### src/rtl/flash_wb_arb_if.sv
// Wishbone classic bus bundle shared by the two masters and the flash slave port.
// The master modport is the initiator's view; the slave modport is the target's view.
interface flash_wb_arb_if;
  logic [31:0] adr;
  logic [31:0] dat_w;
  logic [3:0]  sel;
  logic        cyc;
  logic        stb;
  logic        we;
  logic [31:0] dat_r;
  logic        ack;
  logic        err;

  modport master (
    output adr, dat_w, sel, cyc, stb, we,
    input  dat_r, ack, err
  );

  modport slave (
    input  adr, dat_w, sel, cyc, stb, we,
    output dat_r, ack, err
  );
endinterface

### src/rtl/flash_wb_arb.sv
// Round-robin two-master Wishbone arbiter in front of the flash slave, with the
// grant locked for a whole cyc and a per-access watchdog that returns err on a stall.
module flash_wb_arb #(
  parameter int unsigned TIMEOUT = 255,
  parameter int unsigned CNT_W   = 8
) (
  input  logic           wb_clk_i,
  input  logic           wb_rst_n_i,
  flash_wb_arb_if.slave  m0,
  flash_wb_arb_if.slave  m1,
  flash_wb_arb_if.master s
);

  typedef enum logic [1:0] {StIdle, StGnt0, StGnt1} state_e;

  state_e             state_q;
  logic               last_gnt_q;
  logic [CNT_W-1:0]   cnt_q;

  logic               gnt0;
  logic               gnt1;
  logic               own_cyc;
  logic               own_stb;
  logic               timeout;
  logic               wd_err;

  assign gnt0 = (state_q == StGnt0);
  assign gnt1 = (state_q == StGnt1);

  // Slave-side mux: owner's signals pass straight through, IDLE drives zeros.
  always_comb begin
    s.adr   = '0;
    s.dat_w = '0;
    s.sel   = '0;
    s.we    = 1'b0;
    own_cyc = 1'b0;
    own_stb = 1'b0;
    unique case (state_q)
      StGnt0: begin
        s.adr   = m0.adr;
        s.dat_w = m0.dat_w;
        s.sel   = m0.sel;
        s.we    = m0.we;
        own_cyc = m0.cyc;
        own_stb = m0.stb;
      end
      StGnt1: begin
        s.adr   = m1.adr;
        s.dat_w = m1.dat_w;
        s.sel   = m1.sel;
        s.we    = m1.we;
        own_cyc = m1.cyc;
        own_stb = m1.stb;
      end
      default: ;
    endcase
  end

  // The strobe is withheld on the timeout cycle, so it never depends on the slave's
  // combinational ack and no loop forms through a zero-wait slave.
  assign timeout = (state_q != StIdle) && (cnt_q == CNT_W'(TIMEOUT));
  assign s.cyc   = own_cyc;
  assign s.stb   = own_stb & ~timeout;
  assign wd_err  = own_stb & timeout & ~s.ack & ~s.err;

  assign m0.ack   = gnt0 & s.ack;
  assign m0.err   = gnt0 & (s.err | wd_err);
  assign m0.dat_r = s.dat_r;
  assign m1.ack   = gnt1 & s.ack;
  assign m1.err   = gnt1 & (s.err | wd_err);
  assign m1.dat_r = s.dat_r;

  always_ff @(posedge wb_clk_i or negedge wb_rst_n_i) begin
    if (!wb_rst_n_i) begin
      state_q    <= StIdle;
      last_gnt_q <= 1'b1;
      cnt_q      <= '0;
    end else begin
      // Owner dropping cyc is exactly when the state leaves a grant, so it clears too.
      if (own_cyc && own_stb && !s.ack && !s.err && !timeout) begin
        cnt_q <= cnt_q + 1'b1;
      end else begin
        cnt_q <= '0;
      end

      unique case (state_q)
        StIdle: begin
          if (m0.cyc && (!m1.cyc || last_gnt_q)) begin
            state_q    <= StGnt0;
            last_gnt_q <= 1'b0;
          end else if (m1.cyc) begin
            state_q    <= StGnt1;
            last_gnt_q <= 1'b1;
          end
        end
        StGnt0: begin
          if (!m0.cyc) begin
            if (m1.cyc) begin
              state_q    <= StGnt1;
              last_gnt_q <= 1'b1;
            end else begin
              state_q <= StIdle;
            end
          end
        end
        StGnt1: begin
          if (!m1.cyc) begin
            if (m0.cyc) begin
              state_q    <= StGnt0;
              last_gnt_q <= 1'b0;
            end else begin
              state_q <= StIdle;
            end
          end
        end
        default: state_q <= StIdle;
      endcase
    end
  end

endmodule

### src/flat_wrapper.sv
// flat-port wrapper written by rule: the top's interface ports become plain ports
module flash_wb_arb_flat 
#(
  parameter int unsigned TIMEOUT = 255,
  parameter int unsigned CNT_W   = 8
)
  (wb_clk_i, wb_rst_n_i, m0_adr, m0_dat_w, m0_sel, m0_cyc, m0_stb, m0_we, m0_dat_r, m0_ack, m0_err, m1_adr, m1_dat_w, m1_sel, m1_cyc, m1_stb, m1_we, m1_dat_r, m1_ack, m1_err, s_adr, s_dat_w, s_sel, s_cyc, s_stb, s_we, s_dat_r, s_ack, s_err);
  flash_wb_arb_if m0_i ();
  flash_wb_arb_if m1_i ();
  flash_wb_arb_if s_i ();
  input  logic wb_clk_i;
  input  logic wb_rst_n_i;
  input wire logic [$bits(m0_i.adr)-1:0] m0_adr;
  input wire logic [$bits(m0_i.dat_w)-1:0] m0_dat_w;
  input wire logic [$bits(m0_i.sel)-1:0] m0_sel;
  input wire logic [$bits(m0_i.cyc)-1:0] m0_cyc;
  input wire logic [$bits(m0_i.stb)-1:0] m0_stb;
  input wire logic [$bits(m0_i.we)-1:0] m0_we;
  output wire logic [$bits(m0_i.dat_r)-1:0] m0_dat_r;
  output wire logic [$bits(m0_i.ack)-1:0] m0_ack;
  output wire logic [$bits(m0_i.err)-1:0] m0_err;
  input wire logic [$bits(m1_i.adr)-1:0] m1_adr;
  input wire logic [$bits(m1_i.dat_w)-1:0] m1_dat_w;
  input wire logic [$bits(m1_i.sel)-1:0] m1_sel;
  input wire logic [$bits(m1_i.cyc)-1:0] m1_cyc;
  input wire logic [$bits(m1_i.stb)-1:0] m1_stb;
  input wire logic [$bits(m1_i.we)-1:0] m1_we;
  output wire logic [$bits(m1_i.dat_r)-1:0] m1_dat_r;
  output wire logic [$bits(m1_i.ack)-1:0] m1_ack;
  output wire logic [$bits(m1_i.err)-1:0] m1_err;
  output wire logic [$bits(s_i.adr)-1:0] s_adr;
  output wire logic [$bits(s_i.dat_w)-1:0] s_dat_w;
  output wire logic [$bits(s_i.sel)-1:0] s_sel;
  output wire logic [$bits(s_i.cyc)-1:0] s_cyc;
  output wire logic [$bits(s_i.stb)-1:0] s_stb;
  output wire logic [$bits(s_i.we)-1:0] s_we;
  input wire logic [$bits(s_i.dat_r)-1:0] s_dat_r;
  input wire logic [$bits(s_i.ack)-1:0] s_ack;
  input wire logic [$bits(s_i.err)-1:0] s_err;
  assign m0_i.adr = m0_adr;
  assign m0_i.dat_w = m0_dat_w;
  assign m0_i.sel = m0_sel;
  assign m0_i.cyc = m0_cyc;
  assign m0_i.stb = m0_stb;
  assign m0_i.we = m0_we;
  assign m0_dat_r = m0_i.dat_r;
  assign m0_ack = m0_i.ack;
  assign m0_err = m0_i.err;
  assign m1_i.adr = m1_adr;
  assign m1_i.dat_w = m1_dat_w;
  assign m1_i.sel = m1_sel;
  assign m1_i.cyc = m1_cyc;
  assign m1_i.stb = m1_stb;
  assign m1_i.we = m1_we;
  assign m1_dat_r = m1_i.dat_r;
  assign m1_ack = m1_i.ack;
  assign m1_err = m1_i.err;
  assign s_adr = s_i.adr;
  assign s_dat_w = s_i.dat_w;
  assign s_sel = s_i.sel;
  assign s_cyc = s_i.cyc;
  assign s_stb = s_i.stb;
  assign s_we = s_i.we;
  assign s_i.dat_r = s_dat_r;
  assign s_i.ack = s_ack;
  assign s_i.err = s_err;
  flash_wb_arb #(.TIMEOUT(TIMEOUT), .CNT_W(CNT_W)) u_core (.wb_clk_i(wb_clk_i), .wb_rst_n_i(wb_rst_n_i), .m0(m0_i), .m1(m1_i), .s(s_i));
endmodule
### config.mk
export PLATFORM = sky130hd
export DESIGN_NAME = flash_wb_arb_flat
export DESIGN_NICKNAME = d
export VERILOG_FILES = /design/src/rtl/flash_wb_arb_if.sv /design/src/rtl/flash_wb_arb.sv /design/src/flat_wrapper.sv
export SDC_FILE = /design/constraint.sdc
export NUM_CORES = 1
export LEC_CHECK = 0
export CAP_MARGIN = 5
export CORE_AREA = 3 3 121 123
export DETAILED_ROUTE_END_ITERATION = 8
export DIE_AREA = 0 0 124 126
export HOLD_SLACK_MARGIN = 0.02
export PLACE_DENSITY_LB_ADDON = 0.12
export SLEW_MARGIN = 40
export SYNTH_ARGS = -nofsm -noshare
export SYNTH_HDL_FRONTEND = slang
export SYNTH_SLANG_ARGS = --single-unit
### constraint.sdc
create_clock -name wb_clk_i -period 2.51 [get_ports wb_clk_i]
set_input_delay 0.3765 -clock wb_clk_i [delete_from_list [all_inputs] [get_ports wb_clk_i]]
set_output_delay 0.3765 -clock wb_clk_i [all_outputs]
set_load 0.01 [all_outputs]
[Word-level counts from Yosys, hierarchy flattened]
Index checks and enable logic that the tools add are counted.
W data, S select, Z words.
Operators by class
  reductions and logical operators: 16
  bitwise logic cells: 12
  $add $sub $neg: 1
  eq/ne operators: 7
  muxes and demuxes: 20
Operator list (count)
  $pmux W32 S2: 2
  $mux W2: 5
  $add A8 B1 Y8 const B: 1
  $and A1 B1 Y1: 8
  $eq A8 B8 Y1 const B: 1
  $mux W8: 1
  $pmux W4 S2: 1
  $logic_and A1 B1 Y1: 6
  $mux W1: 6
  $ne A2 B2 Y1 const B: 3
  $pmux W1 S2: 3
  $pmux W2 S3: 1
  $logic_not A1 Y1: 4
  $reduce_and A4 Y1: 1
  $ne A3 B2 Y1 const B: 1
  $not A1 Y1: 3
  $pmux W1 S3: 1
  $reduce_and A3 Y1: 1
  $reduce_bool A3 Y1: 1
  $eq A2 B1 Y1 const B: 1
  $eq A2 B2 Y1 const B: 1
  $logic_not A2 Y1: 1
  $reduce_bool A2 Y1: 1
  $logic_or A1 B1 Y1: 1
  $or A1 B1 Y1: 1
Storage, ports and cells
  input bits: 178
  output and inout port bits: 139
  flip-flop bits (word level): 11
  word-level logic and storage cells: 59

[Longest topological paths before layout]
Gate-level depths: netlist (run 1).
  word-level depth: 7
  gate-level depth with buffers: 7
  mapped depth without buffers: 5

[Least setup slack after synthesis (run 1)]
No wires, ideal clock.
  kind: reg-to-output
  start point: register u_core.state_q[0]
  end point: output port s_stb
  arrival: 1.684 ns
  buffers on the path: 2
  setup slack: 0.450 ns
  data required time: 2.134 ns
  stages on the path, launching flop included: 8
  cells stage by stage: dfrtp_1 > inv_1 > ha_1 > and2_1 > clkbuf_1 > clkbuf_1 > a22oi_1 > nor2_1
Between the ends
  cells in the longest elaborated chain, start to end: 4
  elaborated cells on any way between the ends: 7
  those cells by class: 2 x eq/ne; 1 x mux; 2 x bitwise; 2 x reduce/logical
RTL lines
  start, declared: RTL line flash_wb_arb.sv:16  | state_e state_q;
  start signal, assigned: RTL line flash_wb_arb.sv:75  | state_q <= StIdle;
  start signal, assigned: RTL line flash_wb_arb.sv:89  | state_q <= StGnt0;
  start signal, assigned: RTL line flash_wb_arb.sv:92  | state_q <= StGnt1;
  branches (longest 3 deep; another with $eq A2 B2 Y1)
  $and A1 B1 Y1 (*): RTL line flash_wb_arb.sv:63  | assign s.stb = own_stb & ~timeout;
  end, declared: RTL line flat_wrapper.sv:35  | output wire logic [$bits(s_i.stb)-1:0] s_stb;
Mark *: on every way between the ends.

[Worst setup path after layout (run 1)]
  start point: register u_core.state_q[0]
  end point: output port s_adr[30]
Between the ends
  cells in the longest elaborated chain, start to end: 2
  elaborated cells on any way between the ends: 3
  those cells by class: 2 x eq/ne; 1 x mux
RTL lines
  $eq A2 B2 Y1 / $eq A2 B1 Y1 (equally long branches): RTL line flash_wb_arb.sv:38  | unique case (state_q)
  $pmux W32 S2 (*): RTL line flash_wb_arb.sv:38
  end, declared: RTL line flat_wrapper.sv:31  | output wire logic [$bits(s_i.adr)-1:0] s_adr;
Mark *: on every way between the ends. The rest lies on a longest branch, timed or not.

==> results of run 1 <==
==> registers in the layout, indices dropped and copies added, names as in the netlist <==
register           count
u_core.state_q         2
u_core.last_gnt_q      1
u_core.cnt_q           8
==> worst max path at each step <==
stage / startpoint / end / slack [ns] / cells past startpoint
after floorplan: u_core.state_q[0] / s_stb / 0.45 / 7
after global placement: s_ack / m1_err / -0.06 / 5
after detailed placement: s_ack / m0_err / -0.04 / 5
after CTS: u_core.state_q[0] / s_dat_w[2] / -0.08 / 6
after global routing: u_core.state_q[0] / s_dat_w[6] / 0.004 / 6
final: u_core.state_q[0] / s_adr[30] / 0.05 / 6
==> stage by stage <==
step                      worst slack (ns)  std cells
after floorplan                      0.450        227
after global placement             -0.0616        555
after detailed placement           -0.0388        555
after CTS                          -0.0772        565
after global routing               0.00427        569
final                               0.0544        569
==> routing by layer <==
metal,share of wire,vias up
met5,0.0028,-
met4,0.012,6
li1,-,1113
met2,0.42,180
met3,0.15,21
met1,0.42,1060
==> worst max-delay path, delay by kind of cell, from the launching register on <==
kind	cells	cell delay [ns]
fa+ha+maj	1	0.28
flops	1	0.37
buf+inv	3	0.79
compound gates	1	0.20
simple gates	1	0.17
==> power groups by stage <==
stage | combinational (mW) | clock [mW] | sequential (mW)
2_1_floorplan | 1.00 | 0 | 0.224
6_report | 2.26 | 0.287 | 0.225
3_5_place_dp | 2.19 | 0 | 0.230
4_1_cts | 2.15 | 0.295 | 0.221
3_3_place_gp | 2.21 | 0 | 0.226
5_1_grt | 2.44 | 0.305 | 0.227
==> cells in the final DEF (no fill, tap or decap), types with 3 or more instances in the layout <==
master / count
a21oi_1: 5
a22o_1: 65
a22o_4: 4
and2_1: 5
buf_12: 4
buf_4: 10
clkbuf_16: 5
clkdlybuf4s50_1: 155
dfrtp_1: 10
dlygate4sd2_1: 62
dlymetal6s2s_1: 3
ha_4: 3
inv_1: 3
nand2_1: 4
nand2b_1: 4
nand3_1: 3
nor2_1: 4
o21ai_0: 5
==> area by class of cell <==
class | count | area, µm² | area share
repair buffers | 239 | 2390 | 0.585
multi-input cells | 130 | 1100 | 0.269
clock buffers | 4 | 78.8 | 0.0193
inverters | 5 | 18.8 | 0.00459
flip-flops and latches | 11 | 277 | 0.0676
well taps | 180 | 225 | 0.0551
==> logic make-up after synthesis <==
group,Yosys count
DFF,11
buffers and inverters,86
adders and majority gates,5
xor gates and xnor gates,3
and+or+nand+nor,33
AOI/OAI and AO/OA,89
==> timing repair <==
item                                    4_1_cts  5_1_grt
pin swaps                                     1        0
cloned                                        1        2
endpoints found under the setup margin       72       11
setup buffers                                 5        2
resized for setup                            73       13
==> results.json, run 1 <==
{
  "status": "complete, no violations",
  "grt_setup_unrepaired": "no",
  "tightest_slew_ns": 0.496,
  "finalInstanceArea_um2": 4090,
  "ios": 317,
  "power.density_nw_per_um2": 679,
  "routed-via-count": 2380,
  "routed_wl_um": 12500,
  "power_mw": 2.78,
  "die_w_um": 124,
  "grt-ovfl-total": 0,
  "avgViaCountPerCell": 4.18,
  "drive_above_1_share": 0.0925,
  "clockRootBuffer": "clkbuf_16",
  "start_util": 0.135,
  "nNetsFinal": 573,
  "p_switching_mw": 1.13,
  "grt_most_used_layer": "met2",
  "p_seq_frac": 0.081,
  "first_global_vias": 2291,
  "p_sw_frac": 0.408,
  "clock_latency_ns": 0.23,
  "max_freq_ghz": 0.407,
  "internal_power_mw": 1.64,
  "synth_compound_area_frac": 0.396,
  "synth_top_family_by_area": "compound AO/OA/AOI/OAI gates",
  "avgSynthCellArea_um2": 8.17,
  "synth_common_cells": "69 x a22o_1, 64 x buf_4, 15 x clkbuf_1",
  "syn2layout_area_growth_pct": 121,
  "cap_violations": 0,
  "crit_path_max_fanout": 20,
  "required_ns": 2.13,
  "criticalPathCategory": "flip-flop to primary output",
  "cts_tree": "yes",
  "rows": 43,
  "antenna_cells": 0,
  "antenna_found_initial": 3,
  "power_frac_comb": 0.816,
  "synth-seq-cells": 11,
  "gp_congestion": 0.903,
  "synthesis.area_um2": 1850,
  "grt_pass1_wl_um": 15800,
  "synth.most_common_cell": "a22o_1",
  "dp_hpwl_um": 9890,
  "skew_ns": 0.00118,
  "drv_slew": 0,
  "yosysTopAreaCell": "a22o_1",
  "r2r_start": "u_core.state_q[0]",
  "avgRoutedWirePerCell_um": 22.0,
  "synth.distinct_cells": 33,
  "clockBufferDepth": 2,
  "hold_path_class": "input pin to async pin",
  "core-area_um2": 13800,
  "gr-usage-all-layers": 0.138,
  "placed_cell_area_um2": 3830,
  "path_cells": "inv_2 -> ha_4 -> and2_4 -> buf_12 -> a22o_1 -> clkdlybuf4s50_1",
  "peakVddDrop_mv": 0.290,
  "synth_edf_count": 0,
  "final_core_util": 0.297,
  "tns_ns": 0,
  "drt-initial-drc-count": 81,
  "synth_top_area_share": 0.326,
  "met1_usage": 0.184,
  "cp.arrival_ns": 2.08,
  "use_met2": 0.203,
  "max_stage_delay_ns": 0.54,
  "cts_buffers": 3,
  "n_fill_cell": 1504,
  "synthMuxAreaShare": 0,
  "synth-warning-count": 0,
  "synth_top_cells_by_area": "a22o_1 33%, buf_4 26%, dfrtp_1 13%, ha_1 3.4%, clkbuf_1 3.0%",
  "reg2reg_to": "u_core.cnt_q[5]",
  "rrSetupSlack_ns": 0.49,
  "endpoint_kind": "primary output",
  "holdWs_ns": 0.480,
  "cts_sinks": 11,
  "yosys.area_share.simple": 0.103,
  "ctsHoldBuffers": 0,
  "leakage_nw": 1.87,
  "synthArstFlopShare": 1.00,
  "cp-start-kind": "flip-flop",
  "grt_max_degree": 40,
  "setup_viol": 0,
  "synth_fa_ha_area_frac": 0.0337,
  "fin_crit_ns": 2.46,
  "die_h_um": 126,
  "synthFlopType": "dfrtp_1",
  "maxSlewHeadroom": 0.668,
  "post-route-period-util": 0.978,
  "hold_viol_final": 0,
  "synth-xor-area-share": 0.0142,
  "port_buffers": 220,
  "dr.pass1.iters": 4,
  "grt_util_met3": 0.0674,
  "syn-num-nets": 410,
  "postSynthCellCount": 227,
  "slowest_stage": "clkdlybuf4s50_1",
  "clockPowerShare": 0.103,
  "h-tree-depth": 1,
  "ant_nets": 0,
  "clkSlewWorstSetupHoldPaths_ns": 0.04,
  "drc": 0,
  "ys_seq_area_frac": 0.149,
  "dieArea_um2": 15600,
  "worstRegToRegCells": 6
}
Note: power is estimated with default switching activity, not from simulation.
==> run 2: changes to the inputs <==
--- a/config.mk
+++ b/config.mk
@@ -15,3 +15,4 @@
 export SYNTH_ARGS = -nofsm -noshare
 export SYNTH_HDL_FRONTEND = slang
 export SYNTH_SLANG_ARGS = --single-unit
+export TNS_END_PERCENT = 5
==> results.json, run 2 (synthesis gave the netlist of run 1 again) <==
{
  "required_ns": 2.13,
  "met3_length_um": 1910,
  "reg_top3": "u_core.cnt_q x8, u_core.state_q x2, u_core.last_gnt_q x1",
  "tightest_slew_ns": 0.496,
  "hold_viol_final": 0,
  "rows": 43,
  "core-area_um2": 13800,
  "avgViaCountPerCell": 4.19,
  "avgRoutedWirePerCell_um": 21.8,
  "placed_cell_area_um2": 3830,
  "slowest_stage": "clkdlybuf4s50_1",
  "clock_latency_ns": 0.23,
  "dp_hpwl_um": 9890,
  "power.density_nw_per_um2": 685,
  "leakage_nw": 1.78,
  "ctsHoldBuffers": 0,
  "ios": 317,
  "path_delay_family": "buffers and inverters",
  "route.met2.wl_um": 5130,
  "antenna_cells": 0,
  "grt_setup_unrepaired": "yes",
  "final_cell_mix": "182 x clkdlybuf4s50_1, 66 x a22o_1, 29 x dlygate4sd2_1",
  "routed-via-count": 2361,
  "drive_above_1_share": 0.0731,
  "criticalPathCategory": "flip-flop to primary output",
  "ant_nets": 0,
  "cp-start-kind": "flip-flop",
  "cp_num_buf_inv": 3,
  "routed_wl_um": 12300,
  "start_util": 0.135,
  "port_buffers": 220,
  "gp_congestion": 0.903,
  "drc": 0,
  "hold_path_class": "input pin to async pin",
  "maxSlewHeadroom": 0.668,
  "final_core_util": 0.294,
  "largest_reg_flops": 8,
  "path_cells": "inv_1 -> ha_4 -> and2_4 -> bufbuf_16 -> a22o_1 -> clkdlybuf4s50_1",
  "grt-ovfl-total": 0,
  "peakVddDrop_mv": 0.252,
  "tns_ns": -2.37,
  "fin_crit_ns": 2.65,
  "clockBufferDepth": 2,
  "violations": "setup timing",
  "drv_slew": 0,
  "max_stage_delay_ns": 0.54,
  "status": "finished, violations left",
  "fin_ws_ns": -0.138,
  "first_global_vias": 2269,
  "cap_violations": 0,
  "crit_path_max_fanout": 26,
  "syn2layout_area_growth_pct": 118,
  "grt_pass1_wl_um": 15900,
  "post-route-period-util": 1.05,
  "dieArea_um2": 15600,
  "drt-initial-drc-count": 108,
  "die_w_um": 124,
  "clockRootBuffer": "clkbuf_16",
  "clkSlewWorstSetupHoldPaths_ns": 0.04,
  "grt_max_degree": 40,
  "h-tree-depth": 1,
  "final_common_cell": "clkdlybuf4s50_1",
  "endpoint_kind": "primary output",
  "met1_length_um": 5060,
  "skew_ns": 0.00178,
  "cts_tree": "yes",
  "setup_viol": 34,
  "max_freq_ghz": 0.378,
  "cts_buffers": 3,
  "die_h_um": 126,
  "cts_sinks": 11,
  "gr-usage-all-layers": 0.139,
  "dr.pass1.iters": 4,
  "top_layer": "met5",
  "cp.arrival_ns": 2.27,
  "finalInstanceArea_um2": 4050,
  "nNetsFinal": 567,
  "antenna_found_initial": 3,
  "top_register": "u_core.cnt_q"
}
-- run 2: worst paths after layout --
check / startpoint / endpoint / slack, ns / cells past startpoint
setup reg to reg: u_core.state_q[0] / u_core.cnt_q[5] / 0.34 / 6
hold / removal: wb_rst_n_i / u_core.cnt_q[0] / 0.48 / 1
max in group asynchronous: wb_rst_n_i / u_core.state_q[0] / 1.67 / 1
setup / recovery: u_core.state_q[0] / s_adr[23] / -0.14 / 6
hold reg to reg: u_core.cnt_q[0] / u_core.cnt_q[0] / 0.49 / 1
min in group wb_clk_i: u_core.cnt_q[0] / u_core.cnt_q[0] / 0.49 / 1
-- run 2: timing repair --
item                                    CTS  global route
gates cloned                              1             1
pin swaps                                 0             2
buffers inserted                          0             2
gates resized for setup                  39            13
endpoints found under the setup margin   72            47
-- run 2: layout make-up --
type                       count  area (µm²)
clock buffer                   4        78.8
fill                        1492        9730
multi-input combinational    130        1080
inverter                       5        18.8
sequential                    11         278
timing repair buffer         233        2360
tap                          180         225
-- run 2: metal layers --
metal,track usage,vias to the layer above
met5,0,-
met4,0.0271,6
met2,0.203,180
met3,0.0678,21
met1,0.185,1053
li1,-,1101
-- run 2: metrics by stage --
stage	instances	power [mW]	worst slack [ns]	hold WS (ns)
floorplan	227	1.22	0.450	0.0809
global placement	555	2.44	-0.0616	0.491
detailed placement	555	2.41	-0.0388	0.488
CTS	560	2.75	-0.148	0.496
global route	563	2.96	-0.203	0.518
finish	563	2.77	-0.138	0.480
-- run 2: power by group --
group	internal, mW	switching [mW]	leakage [nW]	total [mW]
Clock	0.213	0.0746	0.0382	0.288
Sequential	0.208	0.0214	0.147	0.230
Combinational	1.25	1.00	1.60	2.25
Total	1.67	1.10	1.78	2.77
==> run 3: changes to the inputs <==
--- a/config.mk
+++ b/config.mk
@@ -10,7 +10,8 @@
 export DETAILED_ROUTE_END_ITERATION = 8
 export DIE_AREA = 0 0 124 126
 export HOLD_SLACK_MARGIN = 0.02
-export PLACE_DENSITY_LB_ADDON = 0.12
+export PLACE_DENSITY = 0.56
+export REMOVE_ABC_BUFFERS = 1
 export SLEW_MARGIN = 40
 export SYNTH_ARGS = -nofsm -noshare
 export SYNTH_HDL_FRONTEND = slang
==> results.json, run 3 (synthesis gave the netlist of run 1 again) <==
{
  "ctsHoldBuffers": 0,
  "hold_path_class": "flip-flop to flip-flop",
  "rrSetupSlack_ns": 0.46,
  "drive_above_1_share": 0.0795,
  "dieArea_um2": 15600,
  "grt_setup_unrepaired": "yes",
  "cp.arrival_ns": 2.12,
  "finalInstanceArea_um2": 4110,
  "required_ns": 2.13,
  "place_inst": 561,
  "clkSlewWorstSetupHoldPaths_ns": 0.05,
  "power_mw": 2.74,
  "final_core_util": 0.299,
  "r2r_start": "u_core.state_q[0]",
  "n_fill_cell": 1442,
  "avgViaCountPerCell": 4.46,
  "first_global_vias": 2524,
  "power.density_nw_per_um2": 665,
  "antenna_found_initial": 0,
  "final_common_cell": "clkdlybuf4s50_1",
  "leakage_nw": 2.15,
  "p_switching_mw": 1.08,
  "placed_cell_area_um2": 3890,
  "routed-via-count": 2544,
  "nNetsFinal": 574,
  "cts_tree": "yes",
  "ant_nets": 0,
  "power_frac_comb": 0.812,
  "dp_hpwl_um": 11100,
  "clockRootBuffer": "clkbuf_16",
  "peakVddDrop_mv": 0.191,
  "top_register": "u_core.cnt_q",
  "reg_top3": "u_core.cnt_q x8, u_core.state_q x2, u_core.last_gnt_q x1",
  "avgRoutedWirePerCell_um": 23.9,
  "holdPathStages": 1,
  "final_cells": 570,
  "post-route-period-util": 0.996,
  "endpoint_kind": "primary output",
  "drt-initial-drc-count": 103,
  "clockBufferDepth": 2,
  "grt-ovfl-total": 0,
  "p_sw_frac": 0.393,
  "h-tree-depth": 1,
  "drv_slew": 0,
  "cts_buffers": 3,
  "die_h_um": 126,
  "final_cell_mix": "163 x clkdlybuf4s50_1, 69 x a22o_1, 29 x dlymetal6s2s_1",
  "largest_reg_flops": 8,
  "worstRegToRegCells": 6,
  "fin_crit_ns": 2.50,
  "grt_max_degree": 28,
  "crit_path_max_fanout": 5,
  "multi_input_area_um2": 1040,
  "antenna_cells": 0,
  "status": "complete, no violations",
  "tightest_slew_ns": 0.548,
  "grt_pass1_wl_um": 17600,
  "syn2layout_area_growth_pct": 122,
  "hold-path-endpoint": "u_core.cnt_q[0]",
  "reg2reg_to": "u_core.cnt_q[5]",
  "clock_latency_ns": 0.24,
  "max_freq_ghz": 0.400,
  "cts_sinks": 11,
  "start_util": 0.135,
  "core-area_um2": 13800,
  "ios": 317,
  "seqCellArea_um2": 277,
  "cap_violations": 0,
  "internal_power_mw": 1.66,
  "rows": 43,
  "cp-start-kind": "flip-flop",
  "routed_wl_um": 13600,
  "port_buffers": 220,
  "clockPowerShare": 0.108,
  "dr.pass1.iters": 4,
  "gp_congestion": 0.884,
  "gr-usage-all-layers": 0.154,
  "hp-start": "u_core.cnt_q[0]",
  "skew_ns": 0.00402,
  "die_w_um": 124,
  "hold_viol_final": 0,
  "drc": 0,
  "p_seq_frac": 0.080,
  "maxSlewHeadroom": 0.633,
  "criticalPathCategory": "flip-flop to primary output",
  "setup_viol": 0
}
## run 3: cell types whose count changed in the layout (fill, tap and decap cells not counted), moves of 3 or more
| cell | previous run | this run |
|---|---|---|
| dlymetal6s2s_1 | 9 | 29 |
| a22o_1 | 66 | 69 |
| buf_4 | 7 | 13 |
| a22o_4 | 3 | 0 |
| clkdlybuf4s50_1 | 182 | 163 |
## run 3: timing repair
item                                    in CTS  in global routing
cloned                                       1                  1
buffers inserted                             2                  1
resized for setup                           34                 31
endpoints found under the setup margin      71                 43
pin swaps                                    0                  1
## run 3: layer usage
metal  wire length, µm  global-route usage
met5                36              0.0263
met1              5190               0.180
met4               151              0.0226
met3              2380               0.121
met2              5860               0.224
## run 3: power by group through the flow
stage	combinational [mW]	sequential, mW	clock, mW
floorplan	0.867	0.224	0
global placement	2.21	0.221	0
global route	2.35	0.222	0.316
finish	2.22	0.220	0.295
detailed placement	2.21	0.223	0
CTS	2.24	0.220	0.305
## run 3: worst max-delay path: stages, from the launching register on
cell             delay [ns]
dfrtp_1                0.38
inv_1                  0.12
ha_2                   0.24
a22oi_1                0.10
o41ai_2                0.35
and2_1                 0.17
clkdlybuf4s50_1        0.53
## run 3: through the flow
stage	TNS (ns)	worst slack [ns]	hold slack, ns
5_1_grt	-0.504	-0.0834	0.537
3_5_place_dp	0	0.0392	0.490
4_1_cts	-0.00974	-0.00685	0.497
3_3_place_gp	0	0.0857	0.477
6_report	0	0.00910	0.490
2_1_floorplan	-19.27	-0.403	0.0809
## run 3: worst max path at each step
stage	to	cells after the start	startpoint	slack, ns
4_1_cts	s_dat_w[25]	6	u_core.state_q[1]	-0.007
3_3_place_gp	s_dat_w[20]	6	u_core.state_q[0]	0.09
3_5_place_dp	m0_err	5	s_ack	0.04
5_1_grt	m1_err	6	u_core.state_q[1]	-0.08
2_1_floorplan	s_stb	5	u_core.state_q[0]	-0.40
6_report	m0_err	6	u_core.state_q[1]	0.009
## run 3: layout make-up
type,instances,share of cell area
inverters,5,0.00456
clock buffers,3,0.0182
well taps,180,0.0547
repair buffers,240,0.601
clock inverters,1,0.00122
flip-flops and latches,11,0.0672
multi-input cells,130,0.253
